--- config.mk ---
export PLATFORM = sky130hd
export DESIGN_NAME = if_fetch
export DESIGN_NICKNAME = d
export VERILOG_FILES = /design/src/rtl/if_fetch_pkg.sv /design/src/rtl/if_fetch.sv
export SDC_FILE = /design/constraint.sdc
export NUM_CORES = 1
export LEC_CHECK = 0
export BUFFER_PORTS_ARGS = -buffer_cell sky130_fd_sc_hd__buf_2
export CAP_MARGIN = 25
export CORE_MARGIN = 2
export CORE_UTILIZATION = 49
export CTS_BUF_LIST = sky130_fd_sc_hd__clkbuf_2 sky130_fd_sc_hd__clkbuf_4 sky130_fd_sc_hd__clkbuf_8
export DETAILED_ROUTE_END_ITERATION = 8
export GPL_TIMING_DRIVEN = 0
export PLACE_DENSITY = 0.89
export SYNTH_ARGS = -nofsm -noshare
export SYNTH_HDL_FRONTEND = slang
export SYNTH_SLANG_ARGS = --single-unit
--- constraint.sdc ---
create_clock -name clk -period 2.36 [get_ports clk]
set_input_delay 0.354 -clock clk [delete_from_list [all_inputs] [get_ports clk]]
set_output_delay 0.354 -clock clk [all_outputs]
set_load 0.05 [all_outputs]
--- src/rtl/if_fetch_pkg.sv ---
// Shared definitions for the instruction-fetch stage: FSM encoding, NOP, reset vector, next-PC op codes.
package if_fetch_pkg;

  localparam int unsigned XLEN = 32;

  localparam logic [XLEN-1:0] NOP_INST     = 32'h0000_0013;
  localparam logic [XLEN-1:0] RESET_VECTOR = 32'h0000_0000;

  typedef enum logic [2:0] {
    IDLE  = 3'd0,
    REQ   = 3'd1,
    WAIT  = 3'd2,
    HOLD  = 3'd3,
    DRAIN = 3'd4
  } fetch_state_e;

  // Operation select of the external next-PC unit
  typedef enum logic [1:0] {
    NPC_PC4    = 2'd0,
    NPC_BRANCH = 2'd1,
    NPC_JAL    = 2'd2,
    NPC_JALR   = 2'd3
  } npc_op_e;

  function automatic logic [XLEN-1:0] word_addr(input logic [XLEN-1:0] a);
    return {a[XLEN-1:2], 2'b00};
  endfunction

endpackage

--- src/rtl/if_fetch.sv ---
// Instruction fetch stage: one outstanding imem request, decode handshake, redirect/flush handling.
// Optional misaligned-PC trap enabled by defining IF_FETCH_ALIGN_CHK_EN.
module if_fetch
  import if_fetch_pkg::*;
#(
  parameter logic [XLEN-1:0] RESET_PC = RESET_VECTOR
) (
  input  logic            clk,
  input  logic            rst_n,
  input  logic [XLEN-1:0] npc,
  output logic [XLEN-1:0] pc,
  input  logic            redirect,
  input  logic [XLEN-1:0] redirect_pc,
  output logic            imem_req,
  output logic [XLEN-1:0] imem_addr,
  input  logic            imem_gnt,
  input  logic            imem_rvalid,
  input  logic [XLEN-1:0] imem_rdata,
  output logic            id_valid,
  input  logic            id_ready,
  output logic [XLEN-1:0] id_inst,
  output logic [XLEN-1:0] id_pc,
`ifdef IF_FETCH_ALIGN_CHK_EN
  output logic            id_misalign,
`endif
  output logic [XLEN-1:0] id_pc4
);

  fetch_state_e    state, state_n;
  logic [XLEN-1:0] pc_n;
  logic            capture;
`ifdef IF_FETCH_ALIGN_CHK_EN
  logic            take_mis;
`endif

  // State register
  always_ff @(posedge clk or negedge rst_n) begin
    if (!rst_n) begin
      state <= IDLE;
    end else begin
      state <= state_n;
    end
  end

  // Next state, next pc and capture strobes
  always_comb begin
    state_n = state;
    pc_n    = pc;
    capture = 1'b0;
`ifdef IF_FETCH_ALIGN_CHK_EN
    take_mis = 1'b0;
`endif
    case (state)
      IDLE: state_n = REQ;
      REQ: begin
        if (redirect) begin
          state_n = (imem_req && imem_gnt) ? DRAIN : REQ;
`ifdef IF_FETCH_ALIGN_CHK_EN
        end else if (pc[1:0] != 2'b00) begin
          state_n  = HOLD;
          take_mis = 1'b1;
`endif
        end else if (imem_req && imem_gnt) begin
          state_n = WAIT;
        end
      end
      WAIT: begin
        if (redirect) begin
          state_n = imem_rvalid ? REQ : DRAIN;
        end else if (imem_rvalid) begin
          state_n = HOLD;
          capture = 1'b1;
        end
      end
      HOLD: begin
        if (redirect || id_ready) begin
          state_n = REQ;
        end
      end
      // A redirect only retargets pc; the stale response still has to be swallowed
      DRAIN: begin
        if (imem_rvalid) begin
          state_n = REQ;
        end
      end
      default: state_n = IDLE;
    endcase

    if (redirect) begin
      pc_n = redirect_pc;
    end else if (state == HOLD && id_ready) begin
      pc_n = npc;
    end
  end

  // Registered outputs derived from the upcoming state
  always_ff @(posedge clk or negedge rst_n) begin
    if (!rst_n) begin
      pc          <= RESET_PC;
      imem_req    <= 1'b0;
      imem_addr   <= word_addr(RESET_PC);
      id_valid    <= 1'b0;
      id_inst     <= NOP_INST;
      id_pc       <= '0;
      id_pc4      <= '0;
`ifdef IF_FETCH_ALIGN_CHK_EN
      id_misalign <= 1'b0;
`endif
    end else begin
      pc        <= pc_n;
      imem_addr <= word_addr(pc_n);
      id_valid  <= (state_n == HOLD);
`ifdef IF_FETCH_ALIGN_CHK_EN
      imem_req  <= (state_n == REQ) && (pc_n[1:0] == 2'b00);
`else
      imem_req  <= (state_n == REQ);
`endif
      if (capture) begin
        id_inst <= imem_rdata;
        id_pc   <= pc;
        id_pc4  <= pc + XLEN'(4);
      end
`ifdef IF_FETCH_ALIGN_CHK_EN
      if (take_mis) begin
        id_inst     <= NOP_INST;
        id_pc       <= pc;
        id_pc4      <= pc + XLEN'(4);
        id_misalign <= 1'b1;
      end else if (state_n != HOLD) begin
        id_misalign <= 1'b0;
      end
`endif
    end
  end

endmodule

* Yosys cells after proc, flatten, opt, wreduce, memory -nomap -nowiden *
Cells that the tools add are included.

storage, ports and cells
  word-level logic and storage cells = 34
  input bits = 102
  register bits = 133
  output and inout bits = 162

cells by class
  equality and inequality tests = 6
  $add $sub $neg = 1
  mux-type cells = 14
  reductions and logical operators = 5

operators with widths
  kind                                                                    count
  32-bit two-way mux                                                      2
  32-bit by 3-bit adder with 32-bit output (second input constant)        1
  3-bit two-way mux                                                       8
  3-bit one-hot mux with 5 select lines                                   1
  3-bit by 2-bit equality test with 1-bit output (second input constant)  3
  3-bit by 1-bit equality test with 1-bit output (second input constant)  2
  3-bit equality test (second input constant)                             1
  3-bit zero test                                                         1
  1-bit two-way mux                                                       3
  1-bit logical AND                                                       2
  2-bit nonzero test                                                      1
  1-bit logical OR                                                        1

* Depth between registers and ports, before layout *
Gate-level depths: netlist of the first run.

  depth after elaboration = 5
  gate-level depth with buffers = 7
  mapped depth without buffers = 6

* Worst setup path after synthesis of the first run *
OpenSTA, ideal clock, no wires.

  path kind = register -> register
  from = reg, netlist name imem_addr[2]
  to = reg id_pc4[18]
  required time = 2,277 ps
  path slack = 195 ps
  arrival time = 2,082 ps
  stages on the path, launching flop included = 7
  clock period less this slack = 2,165 ps
  cells stage by stage = dfrtp_1 > ha_1 > nand4_1 > nor4_1 > nand3_1 > xor2_1 > o21ai_0

RTL lines
  element                 line             text
  end signal: assignment  if_fetch.sv:121  id_pc4 <= pc + XLEN'(4);
  end: declaration        if_fetch.sv:26   output logic [XLEN-1:0] id_pc4

==> impl_metrics.py, run 1 <==
metrics = {
    "pwr": {
        "pwr-share-seq": 0.335,
        "relative_contribution_of_combinational_cells_to_total_power": 0.426,
        "max-vdd-ir-drop_mv": 0.632,
        "total_power_mw": 9.73,
        "p_int_mw": 5.33,
        "total_power_per_unit_cell_area_nw_per_um2": 1220,
        "power_leakage_nw": 4.36,
        "power.switching_mw": 4.40,
        "swShare": 0.453,
        "power.share.clock": 0.239,
    },
    "die": {
        "floorplan.die_area_sq_um": 13000,
        "start_util": 0.496,
        "fp.dieW_microns": 114,
        "top_level_ports": 264,
        "placement_rows": 40,
        "core-area_sq_um": 11900,
        "die_y_microns": 114,
    },
    "synthesis": {
        "post_synth.cell_area_avg_sq_um": 11.6,
        "number_of_synthesized_flops_with_an_enable_pin": 0,
        "netlist_area_sq_um": 5910,
        "ys.flop_type": "sky130_fd_sc_hd__dfrtp_1",
        "synth_most_common_cell": "sky130_fd_sc_hd__dfrtp_1",
        "synth_warnings": 0,
        "cell_type_with_the_largest_total_area_after_synthesis": "sky130_fd_sc_hd__dfrtp_1",
        "netlist.area_leader.share": 0.542,
        "post_synth_num_cell_types": 34,
        "synth.ff_latch_count": 131,
        "synth_top_cells_by_count": "sky130_fd_sc_hd__dfrtp_1 (128), sky130_fd_sc_hd__nand2_1 (72), sky130_fd_sc_hd__o21ai_0 (64), sky130_fd_sc_hd__mux2_2 (55), sky130_fd_sc_hd__buf_4 (34)",
        "synth-async-reset-ratio": 1.00,
        "netlist_instances": 508,
        "seq_area_frac_synth": 0.555,
        "synth_area_leaders": "sky130_fd_sc_hd__dfrtp_1 (54%), sky130_fd_sc_hd__mux2_2 (10%), sky130_fd_sc_hd__mux2i_1 (5.4%), sky130_fd_sc_hd__o21ai_0 (5.4%), sky130_fd_sc_hd__nand2_1 (4.6%)",
    },
    "hold_path": {
        "worstHoldEndpoint": "id_inst[6]$_DFFE_PN0P_",
        "min-delay-path-class": "primary input to flop",
        "min_delay_path_depth": 2,
        "hold_path_startpoint": "imem_rdata[6]",
    },
    "worst_setup_path": {
        "regToRegSetupSlack_ns": 0.21,
        "critical_path.max_fanout": 7,
        "timing.critical_path.to_type": "flop",
        "worst_r2r_path_depth": 6,
        "crit_required_ns": 2.72,
        "critical_path.slowest_cell": "sky130_fd_sc_hd__dfrtp_1",
        "slowest_delay_ns": 0.49,
        "path_common_cell": "sky130_fd_sc_hd__nand4_1",
        "rr_endpoint": "id_pc4[26]$_DFFE_PN0P_",
        "critPathKind": "flop to flop",
        "crit_chain": "ha_1, nand4_1, nor3_4, nand4_1, xor2_1, o21ai_0",
        "start_kind": "flop",
        "critPathArrivalTime_ns": 2.51,
        "worst_r2r_startpoint": "imem_addr[2]$_DFFE_PN0P_",
    },
    "detailed_routing": {
        "ant_nets": 0,
        "number_of_vias_after_detailed_routing": 4821,
        "routed_via_density": 5.06,
        "drc": 0,
        "dr.pass1.iters": 7,
        "drt-initial-drc-count": 329,
        "wire_per_inst_microns": 16.7,
        "postRouteWirelength_mm": 15.9,
    },
    "finish": {
        "areaGrowthSynthToFinish_pct": 35.0,
        "post_route_cells_drive_above_1_share": 0.508,
        "multi_input_area_sq_um": 2270,
        "n_fill_cell": 914,
        "sequential_cell_area_sq_um": 3280,
        "layout.core_utilization": 0.670,
        "num-nets-final": 895,
        "insertedDiodeCount": 0,
    },
    "timing": {
        "finalHoldViolations": 0,
        "hold_slack_ns": 0.147,
        "achievable-frequency_mhz": 464,
        "setup_violations": 0,
        "post-route-worst-setup-slack_ns": 0.206,
        "layout_min_cycle_time_ns": 2.15,
        "worstMarginPinSlew_ns": 0.917,
        "rsz0062_at_grt": "no",
        "skew_ns": 0.00819,
        "worst_slew_margin_rel": 0.389,
        "timing.final.max_slew_violations": 0,
        "final_min_period_over_clock_period": 0.913,
    },
    "global_route": {
        "grt_usage": 0.249,
        "number_of_antenna_violations_at_the_first_check_in_global_routing": 0,
        "grt_first_pass_wirelength_mm": 24.4,
        "grt_start_max_net_pins": 73,
        "total_gr_overflow": 0,
        "first_global_vias": 4768,
    },
    "placement": {
        "pre_cts_slack_ns": -0.188,
        "io_buffers": 260,
        "final_gp_congestion": 0.755,
        "hpwlAfterDp_mm": 11.7,
    },
    "cts": {
        "cts-root-to-sink-buffers": 2,
        "tritoncts": "built",
        "cts-htree-levels": 4,
        "tritoncts_buffer_count": 17,
        "cts_sinks": 131,
        "worst_setup_hold_path_clk_slew_ns": 0.08,
        "cts-root-buf": "sky130_fd_sc_hd__clkbuf_8",
        "clkLatencyLatePin_ns": 0.43,
    },
    "job": {
        "maxCapViolations": 0,
    },
    "status": {
        "outcome": "complete, no violations",
    },
}
## metrics by stage
step	std cells	TNS [ns]	instance area, sq um
final	952	0	7980
after global routing	952	0	7980
after detailed placement	917	-0.818	7440
after global placement	916	-95.67	7400
after CTS	950	0	7950
after floorplan	509	0	5920
## power by group through the flow
stage          Clock, mW  Combinational, mW  Sequential (mW)
6_report            2.33               4.14             3.26
5_1_grt             2.48               4.34             3.33
4_1_cts             2.37               4.17             3.26
3_5_place_dp           0               4.16             3.30
3_3_place_gp           0               4.09             3.26
2_1_floorplan          0               1.19             5.19
## metal layers
layer,up-vias,track usage,share of wire
li1,2284,-,-
met1,2332,0.289,0.40
met2,183,0.452,0.52
met3,22,0.0643,0.066
met4,0,0.0797,0.014
met5,-,0,0
## placed cells by master, fill, tap and decap left out, types with 2 or more instances in the layout
master and n:
sky130_fd_sc_hd__nor4_4 3, sky130_fd_sc_hd__xnor2_1 9, sky130_fd_sc_hd__buf_2 266, sky130_fd_sc_hd__and3_1 6
sky130_fd_sc_hd__nand2_1 72, sky130_fd_sc_hd__buf_4 36, sky130_fd_sc_hd__nand4_1 7, sky130_fd_sc_hd__a21oi_1 2
sky130_fd_sc_hd__clkbuf_8 19, sky130_fd_sc_hd__nand3_1 16, sky130_fd_sc_hd__clkinv_4 2, sky130_fd_sc_hd__buf_6 3
sky130_fd_sc_hd__dfrtp_1 128, sky130_fd_sc_hd__bufinv_16 6, sky130_fd_sc_hd__mux2_2 55, sky130_fd_sc_hd__nor2_1 7
sky130_fd_sc_hd__mux2_4 8, sky130_fd_sc_hd__clkbuf_1 14, sky130_fd_sc_hd__conb_1 2, sky130_fd_sc_hd__inv_1 5
sky130_fd_sc_hd__o21ai_0 64, sky130_fd_sc_hd__clkinvlp_4 2, sky130_fd_sc_hd__dfstp_2 3, sky130_fd_sc_hd__xor2_1 19
sky130_fd_sc_hd__mux2i_1 32
## state kept, by name, summed over array words and instances, names as in the netlist
name,cells
imem_addr,30
id_inst,32
id_pc,30
pc,2
state,3
imem_req,1
id_pc4,32
id_valid,1
## logic make-up (layout without fill, tap and decap cells)
| family | after synthesis | count (layout) | synth area share |
|---|---|---|---|
| buffers and inverters | 63 | 359 | 0.0656 |
| and+or+nand+nor | 120 | 120 | 0.0963 |
| adders and majority gates | 1 | 1 | 0.00212 |
| other | 1 | 2 | 0.000634 |
| AOI/OAI and AO/OA | 69 | 69 | 0.0597 |
| DFF | 131 | 131 | 0.555 |
| xor gates and xnor gates | 28 | 28 | 0.0415 |
| muxes | 95 | 95 | 0.179 |
## how the worst max path moves through the flow
| stage | startpoint | cells after the start | slack, ns | end |
|---|---|---|---|---|
| finish | imem_addr[2]$_DFFE_PN0P_ | 6 | 0.21 | id_pc4[26]$_DFFE_PN0P_ |
| global route | imem_addr[2]$_DFFE_PN0P_ | 6 | 0.003 | id_pc4[28]$_DFFE_PN0P_ |
| CTS | imem_addr[2]$_DFFE_PN0P_ | 6 | 0.002 | id_pc4[20]$_DFFE_PN0P_ |
| detailed placement | imem_addr[2]$_DFFE_PN0P_ | 6 | -0.19 | id_pc4[26]$_DFFE_PN0P_ |
| global placement | rst_n | 1 | -0.75 | id_inst[2]$_DFFE_PN0P_ |
| floorplan | imem_addr[2]$_DFFE_PN0P_ | 6 | 0.20 | id_pc4[18]$_DFFE_PN0P_ |
## worst max-delay path, delay by kind of cell (launching register included)
kind                       cells  cell delay [ns]
xor gates and xnor gates       1             0.18
adders and majority gates      1             0.25
AOI/OAI and AO/OA              1             0.13
DFF                            1             0.49
and+or+nand+nor                3             1.02
## repair_timing
item                                   in CTS  in global routing
hold buffers                                1                  0
resized for setup                           1                  3
endpoints found under the hold margin      59                  0
setup buffers                               0                  2
pin swaps                                   0                  1
setup endpoints to repair                   6                  7
## final cells by class
cell class              count  area share
plain buffers              58      0.0462
clock buffers              20      0.0337
flip-flops and latches    131       0.411
repair buffers            264       0.170
multi-input cells         315       0.285
well taps                 147      0.0230
clock inverters            12      0.0284
inverters                   5     0.00235
Note: power is estimated with default switching activity, not from simulation.
==> run 2: changes to the inputs <==
RECOVER_POWER = 100   (was unset)
==> run 2 against run 1 <==
Compared with the run above:
- the flow now finishes with violations (capacitance limit, slew limit)
- via count about the same
- clock skew about the same
- core utilization decreased by 2.0 points
- sequential power about the same
- wire length increased by 0.47%
- sequential share of layout area increased by 1.2 points
- largest power group unchanged
==> impl_metrics.py, run 2 (synthesis results as in run 1) <==
metrics = {
    "detailed_routing": {
        "routed_via_density": 5.06,
        "postRouteWirelength_mm": 16.0,
        "ant_nets": 0,
        "drt-initial-drc-count": 354,
        "drc": 0,
        "number_of_vias_after_detailed_routing": 4818,
        "wire_per_inst_microns": 16.8,
        "dr.pass1.iters": 4,
    },
    "die": {
        "start_util": 0.496,
        "top_level_ports": 264,
        "floorplan.die_area_sq_um": 13000,
        "placement_rows": 40,
        "core-area_sq_um": 11900,
        "fp.dieW_microns": 114,
        "die_y_microns": 114,
    },
    "timing": {
        "setup_violations": 0,
        "rsz0062_at_grt": "no",
        "worst_slew_margin_rel": -0.0164,
        "timing.final.max_slew_violations": 60,
        "setup_total_negative_slack_ns": 0,
        "achievable-frequency_mhz": 453,
        "final_min_period_over_clock_period": 0.936,
        "finalHoldViolations": 0,
        "hold_slack_ns": 0.138,
        "worstMarginPinSlew_ns": 1.52,
        "layout_min_cycle_time_ns": 2.21,
        "skew_ns": 0.00855,
    },
    "pwr": {
        "pwr-share-seq": 0.344,
        "relative_contribution_of_combinational_cells_to_total_power": 0.413,
        "power_leakage_nw": 3.77,
        "p_int_mw": 5.11,
        "power.share.clock": 0.244,
        "power.switching_mw": 4.42,
        "total_power_per_unit_cell_area_nw_per_um2": 1230,
        "total_power_mw": 9.54,
        "max-vdd-ir-drop_mv": 0.622,
        "swShare": 0.464,
    },
    "cts": {
        "clkLatencyLatePin_ns": 0.43,
        "tritoncts_buffer_count": 17,
        "cts_sinks": 131,
        "cts-root-to-sink-buffers": 2,
        "cts-root-buf": "sky130_fd_sc_hd__clkbuf_8",
        "cts-htree-levels": 4,
        "worst_setup_hold_path_clk_slew_ns": 0.08,
        "tritoncts": "built",
    },
    "finish": {
        "areaGrowthSynthToFinish_pct": 31.0,
        "post_route_cells_drive_above_1_share": 0.298,
        "mostFrequentLayoutCells": "sky130_fd_sc_hd__clkbuf_1 (176), sky130_fd_sc_hd__dfrtp_1 (128), sky130_fd_sc_hd__buf_2 (101)",
        "layout.core_utilization": 0.651,
        "num-nets-final": 895,
        "layout.cells.most_common": "sky130_fd_sc_hd__clkbuf_1",
        "insertedDiodeCount": 0,
        "layout_top_registers": "id_inst: 32 flops, id_pc4: 32 flops",
    },
    "placement": {
        "final_gp_congestion": 0.755,
        "hpwlAfterDp_mm": 11.7,
        "io_buffers": 260,
    },
    "global_route": {
        "grt_start_max_net_pins": 73,
        "total_gr_overflow": 0,
        "number_of_antenna_violations_at_the_first_check_in_global_routing": 0,
        "first_global_vias": 4768,
        "grt_usage": 0.249,
        "grt_first_pass_wirelength_mm": 24.4,
    },
    "worst_setup_path": {
        "critPathArrivalTime_ns": 2.52,
        "worst_r2r_startpoint": "state[0]$_DFF_PN0_",
        "rr_endpoint": "id_inst[28]$_DFFE_PN0P_",
        "cp-endpoint": "id_inst[28]$_DFFE_PN0P_",
        "regToRegSetupSlack_ns": 0.15,
        "start_kind": "flop",
        "critPathKind": "flop to flop",
        "timing.critical_path.to_type": "flop",
        "critical_path.max_fanout": 10,
        "startpoint": "state[0]$_DFF_PN0_",
        "crit_required_ns": 2.67,
        "worst_r2r_path_depth": 6,
    },
    "job": {
        "maxCapViolations": 1,
    },
    "status": {
        "violations": "capacitance limit, slew limit",
        "outcome": "finished, violations left",
    },
    "hold_path": {
        "min-delay-path-class": "primary input to flop",
    },
}
==> run 2: changes by cell type in the layout (fill, tap and decap cells not counted), sizes merged <==
cell,previous run,this run
buf,307,140
clkbuf,34,201
==> run 2: worst max-delay path, stage by stage, from the launching register on <==
cell and delay (ns):
sky130_fd_sc_hd__dfrtp_1 0.43, sky130_fd_sc_hd__nand2b_1 0.17, sky130_fd_sc_hd__or4b_1 0.46, sky130_fd_sc_hd__clkbuf_1 0.25, sky130_fd_sc_hd__buf_6 0.22, sky130_fd_sc_hd__buf_2 0.21, sky130_fd_sc_hd__mux2_1 0.35
==> run 2: power by group through the flow <==
stage	clock network, mW	logic (mW)	registers (mW)
3_5_place_dp	0	4.16	3.30
2_1_floorplan	0	1.19	5.19
4_1_cts	2.37	4.17	3.26
3_3_place_gp	0	4.09	3.26
6_report	2.32	3.94	3.28
5_1_grt	2.48	4.12	3.35
==> run 2: timing repair <==
action | 4_1_cts | 5_1_grt
hold endpoints to repair | 59 | 0
pin swaps | 0 | 1
endpoints found under the setup margin | 6 | 7
resized for setup | 1 | 3
hold buffers | 1 | 0
buffers inserted | 0 | 2
==> run 2: worst min path at each step <==
| stage | from | to | cells past startpoint |
|---|---|---|---|
| global placement | id_pc4[28]$_DFFE_PN0P_ | id_pc4[28]$_DFFE_PN0P_ | 2 |
| CTS | imem_rdata[29] | id_inst[29]$_DFFE_PN0P_ | 2 |
| floorplan | rst_n | id_inst[10]$_DFFE_PN0P_ | 0 |
| detailed placement | rst_n | id_inst[14]$_DFFE_PN0P_ | 1 |
| finish | imem_rdata[25] | id_inst[25]$_DFFE_PN0P_ | 2 |
| global route | imem_rdata[29] | id_inst[29]$_DFFE_PN0P_ | 2 |
==> run 2: final cells by class <==
class                           count  area [sq um]
Fill cell                        1015          4160
Clock buffer                       20           269
Multi-Input combinational cell    315          2250
Sequential cell                   131          3280
Tap cell                          147           184
Inverter                            5          18.8
Clock inverter                     12           226
Buffer                             58           359
Timing Repair Buffer              264          1150
==> run 2: per-layer routing <==
layer / up-vias / global-route usage / wire (microns)
met2: 185 / 0.452 / 8240
li1: 2285 / - / -
met5: - / 0 / 0
met3: 23 / 0.0643 / 1100
met1: 2325 / 0.289 / 6410
met4: 0 / 0.0797 / 250
==> run 2: through the flow <==
step	instances	area, sq um	worst slack (ns)
floorplan	509	5920	0.195
global placement	916	7400	-0.752
detailed placement	917	7440	-0.188
CTS	950	7950	0.00183
global route	952	7750	0.00255
finish	952	7750	0.150
==> run 3: changes to the inputs <==
ABC_AREA = 1   (was unset)
CORE_UTILIZATION = 50   (was 49)
==> run 3 against run 2 <==
Compared with the run above:
- the run now ends clean
- clock skew rose by 0.0029 ns
- hold slack got worse by 0.032 ns
- worst setup slack better by 0.23 ns
- via count rose by 27%
- first-iteration DRC count grew 20%
- non-clock buffer count is 8 higher
- sequential share of layout area down 1.0 points
- critical endpoint is now pc[12]
- largest cell class unchanged
- highest routed layer unchanged
==> impl_metrics.py, run 3 <==
metrics = {
    "detailed_routing": {
        "number_of_vias_after_detailed_routing": 6099,
        "drc": 0,
        "routed_via_density": 5.07,
        "drt-initial-drc-count": 425,
        "wire_per_inst_microns": 15.2,
        "dr.pass1.iters": 5,
        "postRouteWirelength_mm": 18.3,
        "ant_nets": 0,
    },
    "die": {
        "die_y_microns": 115,
        "fp.dieW_microns": 115,
        "top_level_ports": 264,
        "start_util": 0.514,
        "floorplan.die_area_sq_um": 13300,
        "placement_rows": 40,
        "core-area_sq_um": 12000,
    },
    "cts": {
        "worst_setup_hold_path_clk_slew_ns": 0.08,
        "tritoncts_buffer_count": 17,
        "cts_sinks": 131,
        "cts-htree-levels": 4,
        "cts_post_setup_buffers_inserted": 0,
        "cts-root-to-sink-buffers": 2,
        "tritoncts": "built",
        "cts-root-buf": "sky130_fd_sc_hd__clkbuf_8",
        "clkLatencyLatePin_ns": 0.44,
    },
    "placement": {
        "placed_cells": 1171,
        "hpwlAfterDp_mm": 13.9,
        "io_buffers": 260,
        "final_gp_congestion": 0.947,
    },
    "timing": {
        "skew_ns": 0.0114,
        "hold_slack_ns": 0.106,
        "worst_slew_margin_rel": 0.243,
        "timing.final.max_slew_violations": 0,
        "layout_min_cycle_time_ns": 1.98,
        "worstMarginPinSlew_ns": 1.14,
        "achievable-frequency_mhz": 504,
        "rsz0062_at_grt": "no",
        "finalHoldViolations": 0,
        "setup_violations": 0,
        "final_min_period_over_clock_period": 0.841,
    },
    "synthesis": {
        "ys.flop_type": "sky130_fd_sc_hd__dfrtp_1",
        "post_synth.cell_area_avg_sq_um": 8.11,
        "cell_type_with_the_largest_total_area_after_synthesis": "sky130_fd_sc_hd__dfrtp_1",
        "netlist_instances": 762,
        "synth.ff_latch_count": 131,
        "number_of_synthesized_flops_with_an_enable_pin": 0,
        "netlist_area_sq_um": 6180,
        "synth-async-reset-ratio": 1.00,
        "synth_most_common_cell": "sky130_fd_sc_hd__nand2_1",
        "seq_area_frac_synth": 0.531,
        "netlist.area_leader.share": 0.519,
        "synth_top_cells_by_count": "sky130_fd_sc_hd__nand2_1 (313), sky130_fd_sc_hd__dfrtp_1 (128), sky130_fd_sc_hd__nor2_1 (80), sky130_fd_sc_hd__buf_4 (39), sky130_fd_sc_hd__nand3_1 (36)",
        "post_synth_num_cell_types": 35,
        "synth_warnings": 0,
        "synth_area_leaders": "sky130_fd_sc_hd__dfrtp_1 (52%), sky130_fd_sc_hd__nand2_1 (19%), sky130_fd_sc_hd__nor2_1 (4.9%), sky130_fd_sc_hd__buf_4 (4.7%), sky130_fd_sc_hd__a31oi_1 (3.4%)",
    },
    "hold_path": {
        "hold_path_startpoint": "imem_rdata[1]",
        "min-delay-path-class": "primary input to flop",
    },
    "worst_setup_path": {
        "worst_path_dominant_cell_family": "buffers and inverters",
        "crit_chain": "buf_4, clkbuf_1",
        "crit_required_ns": 2.01,
        "worstSetupPathDepth": 2,
        "critPathArrivalTime_ns": 1.63,
        "timing.critical_path.to_type": "output pin",
        "worst_r2r_path_depth": 8,
        "start_kind": "flop",
        "worst_r2r_startpoint": "state[0]$_DFF_PN0_",
        "critPathKind": "flop to output pin",
        "slowest_delay_ns": 0.56,
        "critical_path.max_fanout": 8,
        "regToRegSetupSlack_ns": 0.38,
        "cp-endpoint": "pc[12]",
        "rr_endpoint": "id_inst[6]$_DFFE_PN0P_",
        "startpoint": "imem_addr[12]$_DFFE_PN0P_",
        "worst-path-buf-inv": 2,
        "critical_path.slowest_cell": "sky130_fd_sc_hd__dfrtp_1",
    },
    "global_route": {
        "number_of_antenna_violations_at_the_first_check_in_global_routing": 0,
        "grt_first_pass_wirelength_mm": 28.1,
        "grt_usage": 0.276,
        "grt_start_max_net_pins": 89,
        "first_global_vias": 5626,
        "total_gr_overflow": 0,
    },
    "finish": {
        "insertedDiodeCount": 0,
        "instances_no_fill": 1204,
        "mostFrequentLayoutCells": "sky130_fd_sc_hd__nand2_1 (314), sky130_fd_sc_hd__clkbuf_1 (182), sky130_fd_sc_hd__dfrtp_1 (128)",
        "post_route_cells_drive_above_1_share": 0.184,
        "num-nets-final": 1147,
        "layout.cells.most_common": "sky130_fd_sc_hd__nand2_1",
        "layout_top_registers": "id_inst: 32 flops, id_pc4: 32 flops",
        "areaGrowthSynthToFinish_pct": 28.6,
    },
    "status": {
        "outcome": "complete, no violations",
    },
    "pwr": {
        "total_power_per_unit_cell_area_nw_per_um2": 1460,
        "max-vdd-ir-drop_mv": 0.651,
        "power_leakage_nw": 4.04,
    },
    "job": {
        "maxCapViolations": 0,
    },
}
run 3: worst reg2reg max path, stage by stage (launching register included):
cell	delay, ns
sky130_fd_sc_hd__dfrtp_1	0.43
sky130_fd_sc_hd__inv_1	0.11
sky130_fd_sc_hd__nand3_1	0.10
sky130_fd_sc_hd__nor2_1	0.32
sky130_fd_sc_hd__inv_1	0.27
sky130_fd_sc_hd__buf_6	0.22
sky130_fd_sc_hd__clkbuf_1	0.23
sky130_fd_sc_hd__nand2_1	0.12
sky130_fd_sc_hd__nand2_1	0.06
run 3: stage by stage:
step,TNS (ns),power (mW),setup WS (ns),util,area [sq um]
after floorplan,0,8.10,0.506,-,6180
after global placement,-93.82,9.56,-0.744,0.638,7670
after detailed placement,0,9.68,0.573,0.641,7700
after CTS,0,11.9,0.557,0.682,8190
after global routing,0,12.2,0.215,0.661,7940
final,0,11.6,0.376,0.661,7940
run 3: kinds of logic after synthesis:
group                    count (synthesis)  share of synthesized area
other                                    1                   0.000607
flip-flops                             131                      0.531
buffers and inverters                  101                     0.0909
XOR/XNOR                                 5                    0.00709
AND/OR/NAND/NOR                        455                      0.300
adder cells (fa/ha/maj)                  1                    0.00203
AO/OA/AOI/OAI                           68                     0.0677
run 3: area by class of cell:
type	instances	area (sq um)
fill	1113	4070
sequential	131	3280
multi-input combinational	531	2330
timing repair buffer	262	1140
buffer	68	409
clock buffer	20	275
clock inverter	12	201
tap	147	184
inverter	33	126
run 3: worst min-delay path by stage:
stage | endpoint | slack [ns] | depth (start not counted)
final | id_inst[1]$_DFFE_PN1P_ | 0.11 | 3
after global routing | id_inst[1]$_DFFE_PN1P_ | 0.09 | 3
after CTS | id_inst[31]$_DFFE_PN0P_ | 0.09 | 3
after detailed placement | imem_addr[10]$_DFFE_PN0P_ | 0.30 | 1
after global placement | id_inst[1]$_DFFE_PN1P_ | 0.45 | 2
after floorplan | id_inst[10]$_DFFE_PN0P_ | 0.06 | 0
run 3: where the power goes:
part,switching [mW],internal [mW]
clock network,0.882,1.34
registers,0.649,3.10
logic,4.61,1.03
total,6.14,5.47
run 3: repair_timing:
action / 4_1_cts / 5_1_grt
endpoints found under the hold margin: 43 / 0
resized for setup: 0 / 0
hold buffers: 1 / 0
run 3: layer usage:
metal | global-route usage | vias to the layer above | wire length [microns]
met4 | 0.116 | 0 | 489
met2 | 0.454 | 277 | 8750
met3 | 0.0643 | 40 | 1290
met1 | 0.353 | 2821 | 7770
li1 | - | 2961 | -
met5 | 0 | - | 0
